**src/rtl/dport_axi_pkg.sv**
```systemverilog
// Shared constants for the DisplayPort-side AXI3 read responder.
// Burst/response encodings and the R-channel beat payload layout.
package dport_axi_pkg;

    localparam logic [1:0] BURST_FIXED = 2'd0;
    localparam logic [1:0] BURST_INCR  = 2'd1;
    localparam logic [1:0] BURST_WRAP  = 2'd2;

    localparam logic [1:0] RESP_OKAY   = 2'd0;
    localparam logic [1:0] RESP_SLVERR = 2'd2;
    localparam logic [1:0] RESP_DECERR = 2'd3;

    // Beat payload packed as {rdata, rid, rresp, rlast}
    localparam int R_DATA_W    = 64;
    localparam int R_ID_W      = 6;
    localparam int R_PAYLOAD_W = R_DATA_W + R_ID_W + 2 + 1;

    typedef enum logic [1:0] {
        RD_IDLE,
        RD_BURST,
        RD_DONE
    } rd_state_t;

endpackage

```
**src/rtl/axi_skid2.sv**
```systemverilog
// Two-entry valid/ready buffer; the head entry drives the output and is held
// stable until it is popped.
module axi_skid2
    import dport_axi_pkg::*;
#(
    parameter int W = R_PAYLOAD_W
) (
    input  logic         clk,
    input  logic         resetn,
    input  logic         in_valid,
    input  logic [W-1:0] in_data,
    output logic         out_valid,
    output logic [W-1:0] out_data,
    input  logic         out_ready,
    output logic [1:0]   occupancy
);

    logic [W-1:0] head;
    logic [W-1:0] tail;
    logic [1:0]   count;
    logic         pop;

    assign pop       = out_valid && out_ready;
    assign out_valid = (count != 2'd0);
    assign out_data  = head;
    assign occupancy = count;

    // The writer never pushes into a full buffer unless it is also popping.
    always_ff @(posedge clk or negedge resetn) begin
        if (!resetn) begin
            head  <= '0;
            tail  <= '0;
            count <= 2'd0;
        end else begin
            case (count)
                2'd0: begin
                    if (in_valid) begin
                        head  <= in_data;
                        count <= 2'd1;
                    end
                end
                2'd1: begin
                    if (in_valid && pop) begin
                        head <= in_data;
                    end else if (in_valid) begin
                        tail  <= in_data;
                        count <= 2'd2;
                    end else if (pop) begin
                        count <= 2'd0;
                    end
                end
                default: begin
                    if (pop) begin
                        head <= tail;
                        if (in_valid) begin
                            tail <= in_data;
                        end else begin
                            count <= 2'd1;
                        end
                    end
                end
            endcase
        end
    end

endmodule

```
**src/rtl/axi_rd_resp.sv**
```systemverilog
// AXI3 read responder (64-bit) in front of a synchronous-read memory port.
// One burst in flight; beats are returned through a 2-entry skid buffer.
module axi_rd_resp
    import dport_axi_pkg::*;
#(
    parameter int                ADDR_W = 32,
    parameter logic [ADDR_W-1:0] BASE   = 32'h0000_0000,
    parameter logic [ADDR_W-1:0] SIZE   = 32'h0010_0000,
    parameter int                MEMA_W = 17
) (
    input  logic              clk,
    input  logic              resetn,
    input  logic [ADDR_W-1:0] araddr,
    input  logic [5:0]        arid,
    input  logic [3:0]        arlen,
    input  logic [2:0]        arsize,
    input  logic [1:0]        arburst,
    input  logic              arvalid,
    output logic              arready,
    output logic [63:0]       rdata,
    output logic [5:0]        rid,
    output logic [1:0]        rresp,
    output logic              rlast,
    output logic              rvalid,
    input  logic              rready,
    output logic [MEMA_W-1:0] memaddr,
    output logic              memrd,
    input  logic [63:0]       memdata
);

    rd_state_t state, next_state;

    logic [ADDR_W-1:0] addr_q;
    logic [5:0]        id_q;
    logic [3:0]        len_q;
    logic [2:0]        size_q;
    logic [1:0]        burst_q;
    logic [3:0]        beat_q;
    logic [1:0]        err_q;

    logic              pend_valid;
    logic              pend_last;
    logic [1:0]        pend_resp;

    logic [ADDR_W-1:0] offset;
    logic [ADDR_W-1:0] ar_offset;
    logic              in_range;
    logic [1:0]        beat_resp;
    logic [1:0]        ar_err;
    logic              ar_hs;
    logic              pop;
    logic [1:0]        occupancy;
    logic [2:0]        slots_used;
    logic              issue;
    logic [R_PAYLOAD_W-1:0] push_data;
    logic [R_PAYLOAD_W-1:0] head_data;

    assign offset    = addr_q - BASE;
    assign ar_offset = araddr - BASE;
    assign in_range  = (offset < SIZE);
    assign ar_hs     = arvalid && arready;
    assign pop       = rvalid && rready;

    // Once a beat goes bad the rest of the burst stays bad.
    assign beat_resp = (err_q != RESP_OKAY) ? err_q :
                       (in_range ? RESP_OKAY : RESP_DECERR);

    always_comb begin
        ar_err = RESP_OKAY;
        if (arsize > 3'd3 || arburst == BURST_WRAP || arburst == 2'd3) begin
            ar_err = RESP_SLVERR;
        end else if (!(ar_offset < SIZE)) begin
            ar_err = RESP_DECERR;
        end
    end

    // A same-cycle pop frees a slot, which is what sustains one beat per cycle.
    assign slots_used = {1'b0, occupancy} + {2'b00, pend_valid} - {2'b00, pop};
    assign issue      = (state == RD_BURST) && (slots_used < 3'd2);

    always_ff @(posedge clk or negedge resetn) begin
        if (!resetn) begin
            state   <= RD_IDLE;
            arready <= 1'b0;
        end else begin
            state   <= next_state;
            arready <= (next_state == RD_IDLE);
        end
    end

    always_comb begin
        next_state = state;
        case (state)
            RD_IDLE:  if (ar_hs) next_state = RD_BURST;
            RD_BURST: if (issue && beat_q == len_q) next_state = RD_DONE;
            RD_DONE:  if (pop && rlast) next_state = RD_IDLE;
            default:  next_state = RD_IDLE;
        endcase
    end

    always_comb begin
        memrd   = issue && (beat_resp == RESP_OKAY);
        memaddr = offset[MEMA_W+2:3];
    end

    always_ff @(posedge clk or negedge resetn) begin
        if (!resetn) begin
            addr_q     <= '0;
            id_q       <= '0;
            len_q      <= '0;
            size_q     <= '0;
            burst_q    <= '0;
            beat_q     <= '0;
            err_q      <= RESP_OKAY;
            pend_valid <= 1'b0;
            pend_last  <= 1'b0;
            pend_resp  <= RESP_OKAY;
        end else begin
            pend_valid <= issue;
            if (ar_hs) begin
                addr_q  <= araddr;
                id_q    <= arid;
                len_q   <= arlen;
                size_q  <= arsize;
                burst_q <= arburst;
                beat_q  <= '0;
                err_q   <= ar_err;
            end else if (issue) begin
                beat_q    <= beat_q + 4'd1;
                err_q     <= beat_resp;
                pend_last <= (beat_q == len_q);
                pend_resp <= beat_resp;
                if (burst_q == BURST_INCR) begin
                    addr_q <= addr_q + (ADDR_W'(1) << size_q);
                end
            end
        end
    end

    assign push_data = {(pend_resp == RESP_OKAY) ? memdata : 64'h0,
                        id_q, pend_resp, pend_last};

    axi_skid2 #(.W(R_PAYLOAD_W)) u_skid (
        .clk       (clk),
        .resetn    (resetn),
        .in_valid  (pend_valid),
        .in_data   (push_data),
        .out_valid (rvalid),
        .out_data  (head_data),
        .out_ready (rready),
        .occupancy (occupancy)
    );

    assign {rdata, rid, rresp, rlast} = head_data;

endmodule
```
**config.mk**
```make
export PLATFORM = sky130hd
export DESIGN_NAME = axi_rd_resp
export DESIGN_NICKNAME = d
export VERILOG_FILES = /design/src/rtl/dport_axi_pkg.sv /design/src/rtl/axi_skid2.sv /design/src/rtl/axi_rd_resp.sv
export SDC_FILE = /design/constraint.sdc
export NUM_CORES = 1
export LEC_CHECK = 0
export CAP_MARGIN = 5
export CORE_ASPECT_RATIO = 0.7
export CORE_MARGIN = 1
export CORE_UTILIZATION = 35
export DETAILED_ROUTE_END_ITERATION = 7
export PLACE_DENSITY = 0.63
export SYNTH_ARGS = -nofsm -noshare
export SYNTH_HDL_FRONTEND = slang
export SYNTH_SLANG_ARGS = --single-unit
```
**constraint.sdc**
```tcl
create_clock -name clk -period 3 [get_ports clk]
set_input_delay 0.75 -clock clk [delete_from_list [all_inputs] [get_ports clk]]
set_output_delay 0.75 -clock clk [all_outputs]
set_load 0.01 [all_outputs]
```
Word-level counts from Yosys, hierarchy flattened
Cells that the tools add are included.
W data, S select, Z words.

storage, ports and cells
  bits in latches = 0
  memories kept = 0
  register bits after elaboration = 208
  ROM bits = 0
  word-level logic and storage cells = 94
  bits in writable memories = 0

operators by class
  magnitude comparators = 4
  mux-type cells = 31
  equality and inequality tests = 12
  bitwise operators = 2
  $mul = 0
  shifts and indexed selects = 1
  divide/modulo/power cells = 0
  reduce and logical (&&, ||, !) cells = 25
  add/sub/neg operators = 4

operator list
  kind                    number
  $mux W73                6
  $pmux W73 S2            2
  $mux W32                3
  $lt A32 B21 Y1 const B  2
  $mux W64                1
  $add A32 B32 Y32        1
  $shl A1 B3 Y32 const A  1
  $mux W2                 15
  $logic_not A2 Y1        5
  $reduce_bool A2 Y1      5
  $mux W4                 2
  $logic_and A1 B1 Y1     7
  $eq A2 B1 Y1 const B    3
  $eq A2 B2 Y1 const B    3
  $pmux W2 S3             1
  $reduce_and A3 Y1       2
  $reduce_and A5 Y1       1
  $add A4 B1 Y4 const B   1
  $eq A4 B4 Y1            1
  $ne A2 B2 Y1 const B    2
  $pmux W2 S2             1
  $reduce_and A2 Y1       2
  $add A2 B1 Y3           1
  $gt A3 B2 Y1 const B    1
  other kinds (8)         10

Depth between registers and ports, before layout
Gate-level depths: netlist of run 1.

  word-level depth = 9
  mapped depth = 12
  gate-level depth less buffers = 10

Hierarchy
From an unflattened synthesis of run 1, not the netlist that was laid out.

unflattened totals
  cell total of the unflattened synthesis = 1,171
  area total of the unflattened synthesis = 11,778.8 um^2

modules (own cells, without submodules)
  module       cells an instance  instances  area each (um^2)
  axi_skid2    676                1          7,667.4
  axi_rd_resp  495                1          4,111.4

Worst setup path before layout of run 1
No wires, ideal clock.

  path kind = in2reg
  start = input port rready
  end = register addr_q[16]
  stages = 11
  data arrival time = 3,090 ps
  setup slack = -214 ps
  required time = 2,876 ps
  library setup time = 124 ps
  cell sequence = nand2_1 > nor2_1 > o21ai_0 > fa_1 > nand3b_1 > or3_1 > buf_2 > nor3_4 > nand4bb_1 > o21a_1 > o31a_1

between the ends
  word-level cells in the longest chain between the ends = 6

RTL lines
  item                          line                source
  start: declaration            axi_rd_resp.sv:25   input logic rready,
  $logic_and A1 B1 Y1           axi_rd_resp.sv:62   assign pop = rvalid && rready;
  $sub A3 B1 Y3                 axi_rd_resp.sv:78   assign slots_used = {1'b0, occupancy} + {2'b00, pend_valid} - {2'b00, pop};
  $lt A3 B2 Y1                  axi_rd_resp.sv:79   assign issue = (state == RD_BURST) && (slots_used < 3'd2);
  $logic_and A1 B1 Y1           axi_rd_resp.sv:79
  $reduce_bool A2 Y1 (no line)  -
  $reduce_and A2 Y1 (no line)   -
  end signal: assignment        axi_rd_resp.sv:121  addr_q <= araddr;
  end signal: assignment        axi_rd_resp.sv:134  addr_q <= addr_q + (ADDR_W'(1) << size_q);
  end: declaration              axi_rd_resp.sv:33   logic [ADDR_W-1:0] addr_q;

Every way passes these cells.
A chain may end at the register's enable or synchronous reset.

Final worst setup path of run 1
  start = input port rready
  end = output port memrd

between the ends
  word-level cells in the longest chain between the ends = 5

RTL lines
  item                 line                source
  $logic_and A1 B1 Y1  axi_rd_resp.sv:62
  $sub A3 B1 Y3        axi_rd_resp.sv:78
  $lt A3 B2 Y1         axi_rd_resp.sv:79
  $logic_and A1 B1 Y1  axi_rd_resp.sv:79
  net issue            axi_rd_resp.sv:54   logic issue;
  $logic_and A1 B1 Y1  axi_rd_resp.sv:102  memrd = issue && (beat_resp == RESP_OKAY);
  end: declaration     axi_rd_resp.sv:27   output logic memrd,

The timed path passes the listed nets, and every way through them passes these cells.

==> results of run 1 <==
==> path summary, 6_finish.rpt <==
kind | startpoint | to | cells past startpoint
worst max-delay path | rready | memrd | 11
worst min-delay path | resetn | u_skid.tail[53] | 1
worst max register to register | u_skid.occupancy[1] | addr_q[28] | 13
worst min register to register | burst_q[1] | burst_q[1] | 2
max in group asynchronous | resetn | u_skid.out_data[70] | 2
min in group clk | burst_q[1] | burst_q[1] | 2
==> cell usage in the layout (no fill, tap or decap), drive strengths merged, types with 9 or more instances in the layout <==
cell	Yosys	layout
clkdlybuf4s50	0	203
xor2	16	16
nand2	295	295
o21ai	174	174
nor2	91	91
a21oi	82	82
nor4	12	12
ha	9	9
nor3	15	15
mux2i	10	10
inv	11	13
clkbuf	61	31
dfrtp	208	208
buf	24	54
mux2	10	10
xnor2	18	18
==> through the flow <==
| stage | setup slack (ns) | area [um2] | hold slack, ns | cells |
|---|---|---|---|---|
| finish | -0.169 | 13200 | 0.228 | 1688 |
| global route | -0.273 | 13200 | 0.266 | 1688 |
| CTS | -0.300 | 13200 | 0.253 | 1687 |
| detailed placement | -1.04 | 12300 | 0.456 | 1642 |
| global placement | -0.996 | 12300 | 0.451 | 1642 |
| floorplan | -0.150 | 9730 | 0.437 | 1109 |
==> routing by layer <==
| layer | global-route usage | vias to the layer above | routed length [um] |
|---|---|---|---|
| met5 | 0 | - | 10 |
| met4 | 0.0354 | 2 | 387 |
| met3 | 0.0349 | 31 | 1310 |
| met2 | 0.269 | 170 | 11300 |
| met1 | 0.268 | 3910 | 12700 |
| li1 | - | 4101 | - |
==> cells by family (layout without fill, tap and decap cells) <==
| logic type | Yosys count | after routing | synth area share |
|---|---|---|---|
| xor+xnor | 34 | 34 | 0.0308 |
| mux | 20 | 20 | 0.0220 |
| flops | 208 | 208 | 0.538 |
| compound gates | 283 | 283 | 0.153 |
| buf+inv | 96 | 311 | 0.0447 |
| simple gates | 457 | 457 | 0.196 |
| fa+ha+maj | 11 | 11 | 0.0158 |
==> flip-flops by register name (all words and copies together), names as in the netlist, 2 cells and up <==
register / cells
pend_resp: 2
size_q: 3
u_skid.tail: 73
u_skid.out_data: 73
addr_q: 32
beat_q: 4
id_q: 6
burst_q: 2
state: 2
u_skid.occupancy: 2
err_q: 2
len_q: 4
==> worst max-delay path: stages <==
cell,delay [ns]
buf_2,0.09
buf_6,0.12
nand2_8,0.05
nor2_4,0.13
o21ai_2,0.07
fa_2,0.56
nand3b_1,0.11
nor2_2,0.12
nand2_1,0.08
nor3_2,0.15
buf_2,0.17
==> area by class of cell <==
cell class	count	area [um2]
inverters	11	41.3
clock buffers	31	646
clock inverters	11	92.6
well taps	364	455
fillers	2537	13700
multi-input cells	805	4210
repair buffers	258	2590
flip-flops and latches	208	5210
==> report_power, final <==
| part | total [W] | leakage [nW] | switching, W | internal [W] |
|---|---|---|---|---|
| Combinational | 0.00349 | 2.50 | 0.00193 | 0.00155 |
| Clock | 0.00277 | 0.364 | 0.00116 | 0.00160 |
| Sequential | 0.00401 | 2.76 | 0.000556 | 0.00346 |
==> repair_timing <==
item	4_1_cts	5_1_grt
pin swaps	15	13
setup buffers	6	4
setup endpoints to repair	25	20
gates resized for setup	25	17
hold buffers	0	0
==> summary.md, run 1 <==
| Metric | Value |
|---|---|
| Run status | finished with violations |
| Violations in the final reports | setup timing |
| Top post-synthesis cells by area | dfrtp_1, nand2_1, o21ai_0, a21oi_1, nor2_1 |
| Setup CP Type | input pin to primary output |
| Clock transition at the registers of the reported paths | 0.06 ns |
| Power Total | 0.0103 W |
| Sequential-to-total area share from yosys stat | 0.538 |
| Worst Path Max Fanout | 4 |
| I/O pin count | 208 |
| Worst Setup End Kind | primary output |
| Final Wtd Congestion | 0.867 |
| 1st-pass router iterations | 5 |
| Pwr Density | 776 nW/um2 |
| Row cnt | 50 |
| Vias | 8214 |
| GRT Overall Usage | 0.179 |
| Worst min-delay path class | input pin to async pin |
| Pin count of the biggest net entering global routing | ~100 |
| Synth Warn # | 0 |
| MaxCap Viol Count | 0 |
| DRT iter0 DRCs | 340 |
| Final Hold Vio Count | 0 |
| Port Buffers | 207 |
| CTS tree | yes |
| Initial core utilization | 0.359 |
| Number of nets in the layout | approximately 1400 |
| FF-to-FF setup slack | -0.08 ns |
| Grt ovf | 0 |
| Fmax | 0.316 GHz |
| Number of synthesized flops with an enable pin | 0 |
| Core area | 27000 um2 |
| Fin Setup TNS | -0.509 ns |
| Critical path arrival | 2.42 ns |
| DP Wirelength | 17.7 mm |
| Post-layout min period | 3.17 ns |
| ANT nets after route | 0 |
| Clock buffer depth | 3 |
| Slew Limit Headroom | 0.507 |
| Top_reg_cell synth | dfrtp_1 |
| Antenna violations before repair | 1 |
| Post-Syn Area per Cell | 8.73 um2 |
| Die footprint | 28300 um2 |
| Root buf cell | clkbuf_16 |
| Worst Slack Setup Final | -0.169 ns |
| #FFs+latches synth | between 200 and 250 |
| Die Ht | 141 um |
| Routed WL | 25.7 mm |
| Cts bufs inserted | 23 |
| Critical path launch point type | input pin |
| Req. time, crit path | 2.25 ns |
| Finish-stage setup viols | 9 |
| Asr flop ratio synth | 1.00 |
| Vias in the first global route | 7751 |
| Unique masters post-synth | 48 |
| Mapped Area | 9680 um2 |
| Worst Skew | about 0.016 ns |
| Commonest cells in the netlist | nand2_1, dfrtp_1, o21ai_0, nor2_1, a21oi_1 |
| Fin util | 0.491 |
| Post-synth top area share | 0.538 |
| Top-count cell post-synth | nand2_1 |
| RSZ-0062 raised after global routing | yes |
| First-pass GRT wire length | 41.3 mm |
| Mapped Nets | 1235 |
| Slew Viols, Final | 0 |
| Leakage power | 5.62 nW |
| Die X | 201 um |
| Share of layout cells above drive strength 1 | 0.0974 |
| WL per Instance | 15.2 um |
| Fin crit share | 1.06 |
| Layout area overhead | 36.7% |
| Most area-hungry cell type in the Yosys netlist | dfrtp_1 |
| Clock latency on the worst-skew pair | ~0.5 ns |
| Maximum vdd ir drop | 0.511 mV |
| Antenna diodes | 0 |
| Number of vias per cell | between 4 and 5 |
| CTS sink cnt | 208 |
| Measured slew at the worst slew-check pin | ~0.73 ns |
| # H-tree levels | 1 |
| Cells after Synth | 1109 |
| Residual DRC | 0 |
Power figures use the tool's default switching activity.
==> inputs of run 2 (changes only) <==
==> constraint.sdc (replaced) <==
create_clock -name clk -period 3 [get_ports clk]
set_input_delay 0.3 -clock clk [delete_from_list [all_inputs] [get_ports clk]]
set_output_delay 0.3 -clock clk [all_outputs]
set_load 0.01 [all_outputs]
==> summary.md, run 2 (same netlist as run 1, synthesis figures left out) <==
| Metric | Value |
|---|---|
| Slew Viols, Final | 0 (unchanged) |
| Worst Skew | 0.0188 ns (was 0.0160 ns) |
| Initial core utilization | 0.359 (unchanged) |
| First-pass GRT wire length | 41.3 mm (about the same) |
| Antenna violations before repair | 0 (was 1) |
| P_int | 0.00682 W (was 0.00661 W) |
| # H-tree levels | 1 (unchanged) |
| Critical path arrival | 3.30 ns (was 2.42 ns) |
| Worst Setup End Kind | flop (was primary output) |
| Req. time, crit path | 3.40 ns (was 2.25 ns) |
| Number of nets in the layout | 1425 (was 1433) |
| Run status | finished, final reports clean (was finished with violations) |
| Setup CP Type | flop to flop (was input pin to primary output) |
| Clock buffer depth | 3 (unchanged) |
| Vias | 8047 (was 8214) |
| Switch share | 0.348 (was 0.356) |
| WL per Instance | 15.2 um (about the same) |
| 1st-pass router iterations | 4 (was 5) |
| Die Ht | 141 um (unchanged) |
| Row cnt | 50 (unchanged) |
| Die X | 201 um (unchanged) |
| Vias in the first global route | 7677 (was 7751) |
| Grt ovf | 0 (unchanged) |
| Pin count of the biggest net entering global routing | 92 (was 103) |
| Fmax | 0.344 GHz (was 0.316 GHz) |
| Fin crit share | 0.968 (was 1.06) |
| I/O pin count | 208 (unchanged) |
| Final Hold Vio Count | 0 (unchanged) |
| Worst Path Max Fanout | 4 (unchanged) |
| Layout area overhead | 35.8% (was 36.7%) |
| Commonest non-fill, non-tap cells in the layout | nand2_1, dfrtp_1, clkdlybuf4s50_1 (unchanged) |
| Number of vias per cell | 4.79 (was 4.87) |
| Share of layout cells above drive strength 1 | 0.0859 (was 0.0974) |
| Slew Limit Headroom | 0.366 (was 0.507) |
| Leakage power | 5.59 nW (was 5.62 nW) |
| Antenna diodes | 0 (unchanged) |
| Clock latency on the worst-skew pair | 0.51 ns (about the same) |
| Core area | 27000 um2 (unchanged) |
| Clock transition at the registers of the reported paths | 0.06 ns (about the same) |
| Combinational power share | 0.333 (was 0.340) |
| Pwr Density | 796 nW/um2 (was 776 nW/um2) |
| DRT iter0 DRCs | 323 (was 340) |
| Port Buffers | 207 (unchanged) |
| Maximum vdd ir drop | 0.464 mV (was 0.511 mV) |
| Sequential power share | 0.383 (was 0.391) |
| Final Wtd Congestion | 0.863 (was 0.867) |
| GRT Overall Usage | 0.179 (about the same) |
| RSZ-0062 raised after global routing | yes (unchanged) |
| Post-layout min period | 2.90 ns (was 3.17 ns) |
| Root buf cell | clkbuf_16 (unchanged) |
| DP Wirelength | 17.6 mm (was 17.7 mm) |
| Cts bufs inserted | 23 (unchanged) |
| Fill count | 2576 (was 2537) |
| Critical path launch point type | flop (was input pin) |
| Final Cell Area | 13100 um2 (was 13200 um2) |
| Clock network fraction of design power | 0.284 (was 0.270) |
| Residual DRC | 0 (unchanged) |
| ANT nets after route | 0 (unchanged) |
| Routed WL | 25.5 mm (was 25.7 mm) |
| CTS sink cnt | 208 (unchanged) |
| CTS tree | yes (unchanged) |
| Finish-stage setup viols | 0 (was 9) |
| Die footprint | 28300 um2 (unchanged) |
| Fin Setup TNS | 0 ns (was -0.509 ns) |
| MaxCap Viol Count | 0 (unchanged) |
| Worst min-delay path class | input pin to flop (was input pin to async pin) |
| Switch Pwr | 0.00364 W (was 0.00365 W) |
| Area post-placement | 12200 um2 (was 12300 um2) |
| Measured slew at the worst slew-check pin | 0.951 ns (was 0.733 ns) |
| Commonest non-fill, non-tap cell in the layout | nand2_1 (unchanged) |
run 2: cell types whose count changed in the layout (fill, tap and decap cells not counted), sizes merged:
cell           delta
bufinv            +2
dlygate4sd3       +1
buf              -10
clkbuf            -1
dlymetal6s2s      -1
clkinv            +1
clkinvlp          -2
clkdlybuf4s50     +2
run 2: worst max-delay path: stages (launching register included):
cell	delay [ns]
dfrtp_4	0.50
nand2_2	0.08
nor2_2	0.04
buf_4	0.13
fa_2	0.52
nand3b_1	0.12
buf_4	0.16
or3_4	0.34
nor3_4	0.28
nand4bb_1	0.17
o21a_1	0.21
o31a_1	0.23
run 2: routing by layer:
layer	up-vias	track usage	wire (um)
met5	-	0	0
met4	0	0.0402	393
met3	28	0.0344	1060
met2	150	0.273	11200
met1	3789	0.262	12800
li1	4080	-	-
run 2: layout make-up:
| class | instances | area (um2) | area share |
|---|---|---|---|
| clock buffer | 30 | 652 | 0.0496 |
| clock inverter | 12 | 143 | 0.0108 |
| sequential | 208 | 5210 | 0.396 |
| tap | 364 | 455 | 0.0346 |
| multi-input combinational | 805 | 4150 | 0.315 |
| timing repair buffer | 250 | 2500 | 0.190 |
| inverter | 11 | 41.3 | 0.00314 |
run 2: worst paths after layout:
path                                          start             endpoint  slack, ns  cells after the start
min in group asynchronous                    resetn  u_skid.out_data[53]       0.38                      2
worst max-delay path            u_skid.occupancy[1]           addr_q[16]        0.1                     11
max in group asynchronous                    resetn  u_skid.occupancy[1]       1.72                      3
worst min-delay path                       arlen[3]             len_q[3]       0.32                      3
worst max register to register  u_skid.occupancy[1]           addr_q[16]        0.1                     11
worst min register to register           burst_q[1]           burst_q[1]       0.47                      2
run 2: stage by stage:
step                      power [W]  cells  utilization  hold WS, ns  worst slack [ns]
after floorplan             0.00607   1109            -      0.00441            0.0262
after global placement      0.00739   1633        0.454        0.372            -0.180
after detailed placement    0.00747   1633        0.454        0.363            -0.332
after CTS                    0.0105   1677        0.485        0.303           -0.0141
after global routing         0.0111   1680        0.488        0.312           -0.0122
final                        0.0105   1680        0.488        0.320            0.0967
run 2: power by group through the flow:
stage	logic (W)	clock network [W]	registers, W
after floorplan	0.00214	0	0.00393
after global placement	0.00336	0	0.00403
after detailed placement	0.00342	0	0.00405
after CTS	0.00346	0.00304	0.00400
after global routing	0.00389	0.00316	0.00410
final	0.00348	0.00297	0.00401
run 2: timing repair:
item,CTS,global route
resized for setup,5,14
buffers inserted,1,3
pin swaps,2,9
endpoints found under the setup margin,1,18
hold endpoints to repair,86,0
hold buffers,1,0
